[src/rtl/ps2_receive.sv]
// Host-side PS/2 receiver: conditions the device-driven PS2C/PS2D lines and
// decodes 11-bit device-to-host frames, reporting bytes and frame errors.
module ps2_receive #(
  parameter int unsigned FILTER_LEN     = 8,
  parameter int unsigned TIMEOUT_CYCLES = 5000
) (
  input  logic       qzt_clk,
  input  logic       reset,
  input  logic       PS2C,
  input  logic       PS2D,
  input  logic       inhibit,
  output logic [7:0] data,
  output logic       data_valid,
  output logic       err,
  output logic [1:0] err_code,
  output logic       busy
);

  localparam int unsigned FCW = 4;
  localparam int unsigned BCW = 4;
  localparam int unsigned TCW = $clog2(TIMEOUT_CYCLES + 1);
  localparam logic [FCW-1:0] FILT_LAST = FCW'(FILTER_LEN - 1);
  localparam logic [TCW-1:0] TO_LAST   = TCW'(TIMEOUT_CYCLES - 1);

  localparam logic [1:0] CODE_PARITY  = 2'b01;
  localparam logic [1:0] CODE_STOP    = 2'b10;
  localparam logic [1:0] CODE_TIMEOUT = 2'b11;

  typedef enum logic {
    IDLE,
    RECV
  } state_t;

  // Line conditioning; index 0 is PS2C, index 1 is PS2D.
  logic [1:0]     raw;
  logic [1:0]     sync1;
  logic [1:0]     sync2;
  logic [1:0]     filt;
  logic [1:0]     filt_prev;
  logic [FCW-1:0] fcnt [2];

  assign raw = {PS2D, PS2C};

  always_ff @(posedge qzt_clk) begin
    if (reset) begin
      sync1     <= '1;
      sync2     <= '1;
      filt      <= '1;
      filt_prev <= '1;
      for (int i = 0; i < 2; i++) begin
        fcnt[i] <= '0;
      end
    end else begin
      sync1     <= raw;
      sync2     <= sync1;
      filt_prev <= filt;
      for (int i = 0; i < 2; i++) begin
        if (sync2[i] == filt[i]) begin
          fcnt[i] <= '0;
        end else if (fcnt[i] == FILT_LAST) begin
          filt[i] <= sync2[i];
          fcnt[i] <= '0;
        end else begin
          fcnt[i] <= fcnt[i] + FCW'(1);
        end
      end
    end
  end

  logic fall_c;
  logic din_c;

  assign fall_c = filt_prev[0] & ~filt[0];
  assign din_c  = filt[1];

  // Frame decoder state
  state_t         state_q;
  state_t         state_d;
  logic [BCW-1:0] bit_cnt_q;
  logic [BCW-1:0] bit_cnt_d;
  logic [7:0]     shift_q;
  logic [7:0]     shift_d;
  logic           parity_q;
  logic           parity_d;
  logic [TCW-1:0] tcnt_q;
  logic [TCW-1:0] tcnt_d;
  logic [TCW-1:0] tcnt_inc;
  logic [7:0]     data_d;
  logic           valid_d;
  logic           err_d;
  logic [1:0]     code_d;
  logic           busy_d;

  assign tcnt_inc = tcnt_q + TCW'(1);

  always_ff @(posedge qzt_clk) begin
    if (reset) begin
      state_q    <= IDLE;
      bit_cnt_q  <= '0;
      shift_q    <= '0;
      parity_q   <= 1'b0;
      tcnt_q     <= '0;
      data       <= '0;
      data_valid <= 1'b0;
      err        <= 1'b0;
      err_code   <= '0;
      busy       <= 1'b0;
    end else begin
      state_q    <= state_d;
      bit_cnt_q  <= bit_cnt_d;
      shift_q    <= shift_d;
      parity_q   <= parity_d;
      tcnt_q     <= tcnt_d;
      data       <= data_d;
      data_valid <= valid_d;
      err        <= err_d;
      err_code   <= code_d;
      busy       <= busy_d;
    end
  end

  always_comb begin
    state_d   = state_q;
    bit_cnt_d = bit_cnt_q;
    shift_d   = shift_q;
    parity_d  = parity_q;
    tcnt_d    = tcnt_q;
    data_d    = data;
    valid_d   = 1'b0;
    err_d     = 1'b0;
    code_d    = err_code;

    if (inhibit) begin
      // Transmitter owns the bus: drop any partial frame without reporting.
      state_d   = IDLE;
      bit_cnt_d = '0;
      shift_d   = '0;
      parity_d  = 1'b0;
      tcnt_d    = '0;
    end else begin
      case (state_q)
        IDLE: begin
          tcnt_d = '0;
          if (fall_c && !din_c) begin
            state_d   = RECV;
            bit_cnt_d = BCW'(1);
            shift_d   = '0;
            parity_d  = 1'b0;
          end
        end
        RECV: begin
          if (fall_c) begin
            tcnt_d    = '0;
            bit_cnt_d = bit_cnt_q + BCW'(1);
            if (bit_cnt_q <= BCW'(8)) begin
              shift_d = {din_c, shift_q[7:1]};
            end else if (bit_cnt_q == BCW'(9)) begin
              parity_d = din_c;
            end else begin
              // Stop bit: stop framing outranks parity.
              state_d   = IDLE;
              bit_cnt_d = '0;
              if (!din_c) begin
                err_d  = 1'b1;
                code_d = CODE_STOP;
              end else if (^{shift_q, parity_q} == 1'b0) begin
                err_d  = 1'b1;
                code_d = CODE_PARITY;
              end else begin
                data_d  = shift_q;
                valid_d = 1'b1;
              end
            end
          end else if (tcnt_inc == TO_LAST) begin
            state_d   = IDLE;
            bit_cnt_d = '0;
            shift_d   = '0;
            parity_d  = 1'b0;
            tcnt_d    = '0;
            err_d     = 1'b1;
            code_d    = CODE_TIMEOUT;
          end else begin
            tcnt_d = tcnt_inc;
          end
        end
        default: state_d = IDLE;
      endcase
    end

    busy_d = (state_d == RECV);
  end

endmodule
[config.mk]
export PLATFORM = sky130hd
export DESIGN_NAME = ps2_receive
export DESIGN_NICKNAME = d
export VERILOG_FILES = /design/src/rtl/ps2_receive.sv
export SDC_FILE = /design/constraint.sdc
export NUM_CORES = 1
export LEC_CHECK = 0
export BUFFER_PORTS_ARGS = -buffer_cell sky130_fd_sc_hd__clkbuf_2
export CORE_MARGIN = 1
export CORE_UTILIZATION = 30
export CTS_BUF_LIST = sky130_fd_sc_hd__clkbuf_16
export DETAILED_ROUTE_END_ITERATION = 10
export SLEW_MARGIN = 25
export SYNTH_ARGS = -nofsm -noshare
export SYNTH_HDL_FRONTEND = slang
export SYNTH_SLANG_ARGS = --single-unit
[constraint.sdc]
create_clock -name qzt_clk -period 2.8 [get_ports qzt_clk]
set_clock_uncertainty 0.2 [all_clocks]
set_input_delay 0.56 -clock qzt_clk [delete_from_list [all_inputs] [get_ports qzt_clk]]
set_output_delay 0.56 -clock qzt_clk [all_outputs]
set_load 0.005 [all_outputs]
# Yosys cells after proc, flatten, opt, wreduce, memory -nomap -nowiden
# Memory sizes are Yosys's and may differ from the RTL's.
# Index checks and enable logic that the tools add are counted.
[totals]
regBits = 46
ram_bits = 8
input_bits = 5
out_inout_bits = 13
elab_cells = 133
mem_count = 1
[classes]
n_addsub = 4
n_lt_le_gt_ge = 1
eq_ne = 14
mux = 69
bitwise = 16
reduce_logical = 14
[mem_list]
columns = ["name", "depth", "width", "read_ports", "rd_ports_with_merged_regs", "wr", "line", "rtl"]
rows = [
  ["fcnt", 2, 4, 2, 0, 2, "40", "logic [FCW-1:0] fcnt [2];"],
]
[ops]
columns = ["operator", "count"]
rows = [
  ["$mux W4", 11],
  ["$mux W1", 41],
  ["$mux W8", 4],
  ["$mux W13", 2],
  ["$pmux W13 S2", 1],
  ["$pmux W8 S2", 1],
  ["$add A13 B1 Y13 const B", 1],
  ["$eq A13 B13 Y1 const B", 1],
  ["$add A4 B1 Y4 const B", 3],
  ["$mux W2", 6],
  ["$ne A3 B2 Y1 const B", 3],
  ["$not A1 Y1", 9],
  ["$reduce_xor A9 Y1", 1],
  ["$eq A4 B3 Y1 const B", 2],
  ["$pmux W4 S2", 1],
  ["$reduce_and A7 Y1", 1],
  ["$reduce_or A7 Y1", 1],
  ["$ne A2 B2 Y1 const B", 3],
  ["$ne A3 B3 Y1 const B", 2],
  ["$or A1 B1 Y1", 6],
  ["$reduce_and A2 Y1", 3],
  ["$reduce_and A6 Y1", 1],
  ["$eq A4 B4 Y1 const B", 1],
  ["$le A4 B4 Y1 const B", 1],
  ["10 further kinds", 12],
]

# Logic depth before layout (Yosys ltp)
[depth]
ltp_word = 7
mapped_depth = 9
mapped_depth_nobuf = 8

# Least setup slack after synthesis
# No wires, ideal clock.
[synth_path]
path_kind = "register to register"
from = "register tcnt_q[0]"
to = "register shift_q[0]"
setup_time_ps = 72
arrival_time_ps = 2160
t_required_ps = 2528
path_slack_ps = 368
path_stages_with_launch = 9
n_path_buf = 1
period_less_slack_ps = 2432
path_cell_list = "dfxtp_1 ha_1 clkbuf_1 nand3_1 nor3_2 mux2i_1 nand4_2 o22ai_4 mux2i_1"
[synth_between]
elab_chain_len = 4
[synth_lines]
columns = ["element", "line", "rtl"]
rows = [
  ["start, declared", "85", "logic [TCW-1:0] tcnt_q;"],
  ["start signal, assigned", "113", "tcnt_q <= tcnt_d;"],
  ["$add A13 B1 Y13", "94", "assign tcnt_inc = tcnt_q + TCW'(1);"],
  ["$eq A13 B13 Y1", "174", "end else if (tcnt_inc == TO_LAST) begin"],
  ["$ne A3 B2 Y1 (no source line)", "n/a", ""],
  ["$reduce_and A3 Y1 (no source line)", "n/a", ""],
  ["end signal, assigned", "111", "shift_q <= shift_d;"],
  ["end, declared", "81", "logic [7:0] shift_q;"],
]
# Every way passes these cells.
# A chain may end at the register's enable or synchronous reset.

# Worst setup path after layout
[layout_path]
from = "register tcnt_q[0]"
to = "register shift_q[6]"
# The elaborated chain is that of the path after synthesis.

==> flow_summary.json <==
{
  "status": "finished clean",
  "hp-class": "reg2reg",
  "arrival_ns": 2.48,
  "hold_buffers": 0,
  "synth_cells": 279,
  "grt_pass1_wl_mm": 8.27,
  "grt_start_max_net_pins": 21,
  "synthMuxAreaShare": 0.0696,
  "synth_simple_gate_area_frac": 0.241,
  "synth_top_area_frac": 0.356,
  "syn_area_per_cell_um2": 9.28,
  "ant_nets": 0,
  "fp.dieH_um": 94.9,
  "grt_pass1_vias": 1798,
  "synth_area_um2": 2590,
  "drt-wirelength-per-cell_um": 11.9,
  "finalWeightedCongestion": 0.772,
  "numCtsBuffers": 5,
  "drive_above_1_share": 0.137,
  "finalHoldViolCount": 0,
  "drt_first_pass_iters": 4,
  "p_total_uw": 1610,
  "max-cap-violations": 0,
  "grt_overflow": 0,
  "rr_startpoint": "tcnt_q[0]$_SDFF_PP0_",
  "p_leak_uw": 0.00115,
  "reg2reg_to": "shift_q[6]$_SDFFE_PP0P_",
  "yosysUniqueCellTypes": 45,
  "hold_end": "sync2[0]$_SDFF_PP1_",
  "fin_cells": 412,
  "syn2layout_area_growth_pct": 16.6,
  "slew-limit-headroom": 0.602,
  "setup_viol": 0,
  "synthAdderAreaFrac": 0.0338,
  "reg2reg_slack_ns": 0.34,
  "postCtsSetupBuffers": 0,
  "seq_area_um2": 1160,
  "die_w_um": 94.9,
  "die-area_um2": 9000,
  "start_util": 0.312,
  "synth-seq-cells": 54,
  "clk_path_buf_depth": 2,
  "drc": 0,
  "drt-vias-per-instance": 4.70,
  "cts.sinks": 54,
  "ctsResizeCount": 0,
  "nNetsFinal": 318,
  "yosys-top-cells-area": "dfxtp_1, edfxtp_1, mux2i_1",
  "max_slew.worst_pin.slew_ns": 0.590,
  "rsz0062_at_grt": "false",
  "synthFlopType": "dfxtp_1",
  "cts.htree.levels": 2,
  "row_count": 33,
  "vias": 1938,
  "path_clk_slew_ns": 0.07,
  "cp_max_fo": 8,
  "peakVddDrop_uv": 256,
  "worst-setup-path-type": "reg2reg",
  "hpwl_mm": 3.58,
  "grtUsageTotal": 0.117,
  "synth_top_family_by_area": "simple AND/OR/NAND/NOR gates",
  "synth_edf_count": 8,
  "multi_input_area_um2": 1390,
  "async_reset_ff_frac": 0,
  "core_um2": 8300,
  "r2r_cells": 7,
  "cts_tree": "built",
  "worstHoldPathCells": 1,
  "dp.cells": 404,
  "insertion_delay_ns": 0.29,
  "cts_root_buf": "clkbuf_16",
  "synth_top_area_cell": "dfxtp_1",
  "cp.required_ns": 2.82,
  "period_needed_ns": 2.46,
  "critPathLaunchType": "flop",
  "fmax_ghz": 0.406,
  "hp-start": "sync1[0]$_SDFF_PP1_",
  "drt_iter0_drc": 98,
  "seq_area_frac_synth": 0.449,
  "routed_wl_mm": 4.92,
  "synth_compound_gate_area_share": 0.0889,
  "slew_violations": 0,
  "io_pins": 18,
  "io_buffer_count": 17,
  "setup_tns_ns": 0,
  "final.period_utilization": 0.879,
  "nFillCells": 861,
  "yosys_warnings": 0,
  "diodes": 0,
  "power_density_nw_per_um2": 535,
  "antenna_found_initial": 0,
  "synth_xor_area_frac": 0.0928,
  "endpoint_kind": "flop"
}
==> how the worst max path moves through the flow <==
stage / start / to / slack, ns / cells past startpoint
floorplan: tcnt_q[0]$_SDFF_PP0_ / shift_q[0]$_SDFFE_PP0P_ / 0.37 / 8
global placement: tcnt_q[0]$_SDFF_PP0_ / shift_q[4]$_SDFFE_PP0P_ / 0.44 / 7
detailed placement: tcnt_q[0]$_SDFF_PP0_ / shift_q[1]$_SDFFE_PP0P_ / 0.37 / 7
CTS: tcnt_q[0]$_SDFF_PP0_ / shift_q[1]$_SDFFE_PP0P_ / 0.32 / 7
global route: tcnt_q[0]$_SDFF_PP0_ / shift_q[6]$_SDFFE_PP0P_ / 0.14 / 7
finish: tcnt_q[0]$_SDFF_PP0_ / shift_q[6]$_SDFFE_PP0P_ / 0.34 / 7
==> Yosys cell counts, types with 6 or more instances <==
cell,number
dfxtp_1,46
nand2_1,36
nor2_1,36
mux2i_1,18
o21ai_0,15
xnor2_1,14
a21oi_1,10
nand3_1,9
xor2_1,9
edfxtp_1,8
inv_1,8
clkbuf_1,7
ha_1,7
nor3_1,6
or2_2,6
==> state kept, by name, indices dropped and copies added (netlist names) <==
| name | count |
|---|---|
| bit_cnt_q | 4 |
| filt_prev | 1 |
| tcnt_q | 13 |
| err_code | 2 |
| sync2 | 2 |
| fcnt | 8 |
| data_valid | 1 |
| filt | 2 |
| err | 1 |
| parity_q | 1 |
| data | 8 |
| sync1 | 2 |
| state_q | 1 |
| shift_q | 8 |
==> layer usage <==
metal,wire (µm),vias up,GRT usage
met5,0,-,0
met1,2510,883,0.162
met4,90,0,0.0404
li1,-,1009,-
met2,2140,33,0.176
met3,186,13,0.0282
==> power by group <==
part / total (µW) / internal (µW) / switching (µW)
clock network: 781 / 509 / 272
registers: 800 / 794 / 5.72
logic: 32.8 / 12.8 / 19.9
==> cell usage in the layout, fill, tap and decap left out, drive strengths merged <==
cell,count
o22ai,2
clkbuf,22
and3,3
buf,4
and2,1
nor4,2
nand2b,1
nand2,36
inv,8
o31ai,1
nand4,3
nor2,36
a22o,1
nand3,11
conb,8
xnor2,14
nand3b,3
nor3b,2
a21oi,10
clkinv,1
xnor3,1
a41oi,2
or2,6
nor3,8
xor2,10
nand4b,2
dfxtp,46
o21ai,15
ha,7
or3,3
nor2b,3
o311ai,1
mux2i,18
o211a,1
a311oi,2
or4b,1
o2bb2ai,1
edfxtp,8
and2b,1
bufinv,2
==> metrics by stage <==
step	setup WS, ns	hold WS, ns	utilization	area [µm²]
finish	0.338	0.223	0.364	3020
global route	0.137	0.245	0.364	3020
CTS	0.317	0.231	0.364	3020
detailed placement	0.369	0.205	0.341	2830
global placement	0.444	0.201	0.341	2830
floorplan	0.368	0.189	-	2620
==> worst max-delay path: stages, from the launching register on <==
cell and delay (ns):
dfxtp_1 0.45, ha_1 0.21, nand3_1 0.09, nor3_2 0.24, mux2i_1 0.30, nand4_2 0.24, o22ai_4 0.42, mux2i_1 0.23
==> cells by family (layout without fill, tap and decap cells) <==
| family | after synthesis | count (layout) |
|---|---|---|
| AO/OA/AOI/OAI | 36 | 36 |
| XOR/XNOR | 25 | 25 |
| buffers and inverters | 16 | 37 |
| other | 1 | 8 |
| adder cells (fa/ha/maj) | 7 | 7 |
| AND/OR/NAND/NOR | 122 | 122 |
| flip-flops | 54 | 54 |
| multiplexers | 18 | 18 |
==> final cells by class <==
cell class | instances | share of cell area
multi-input cells | 216 | 0.461
flip-flops and latches | 54 | 0.385
well taps | 105 | 0.0435
clock buffers | 5 | 0.0414
repair buffers | 21 | 0.0381
clock inverters | 3 | 0.0211
inverters | 8 | 0.00995
(Power assumes the default switching activity.)
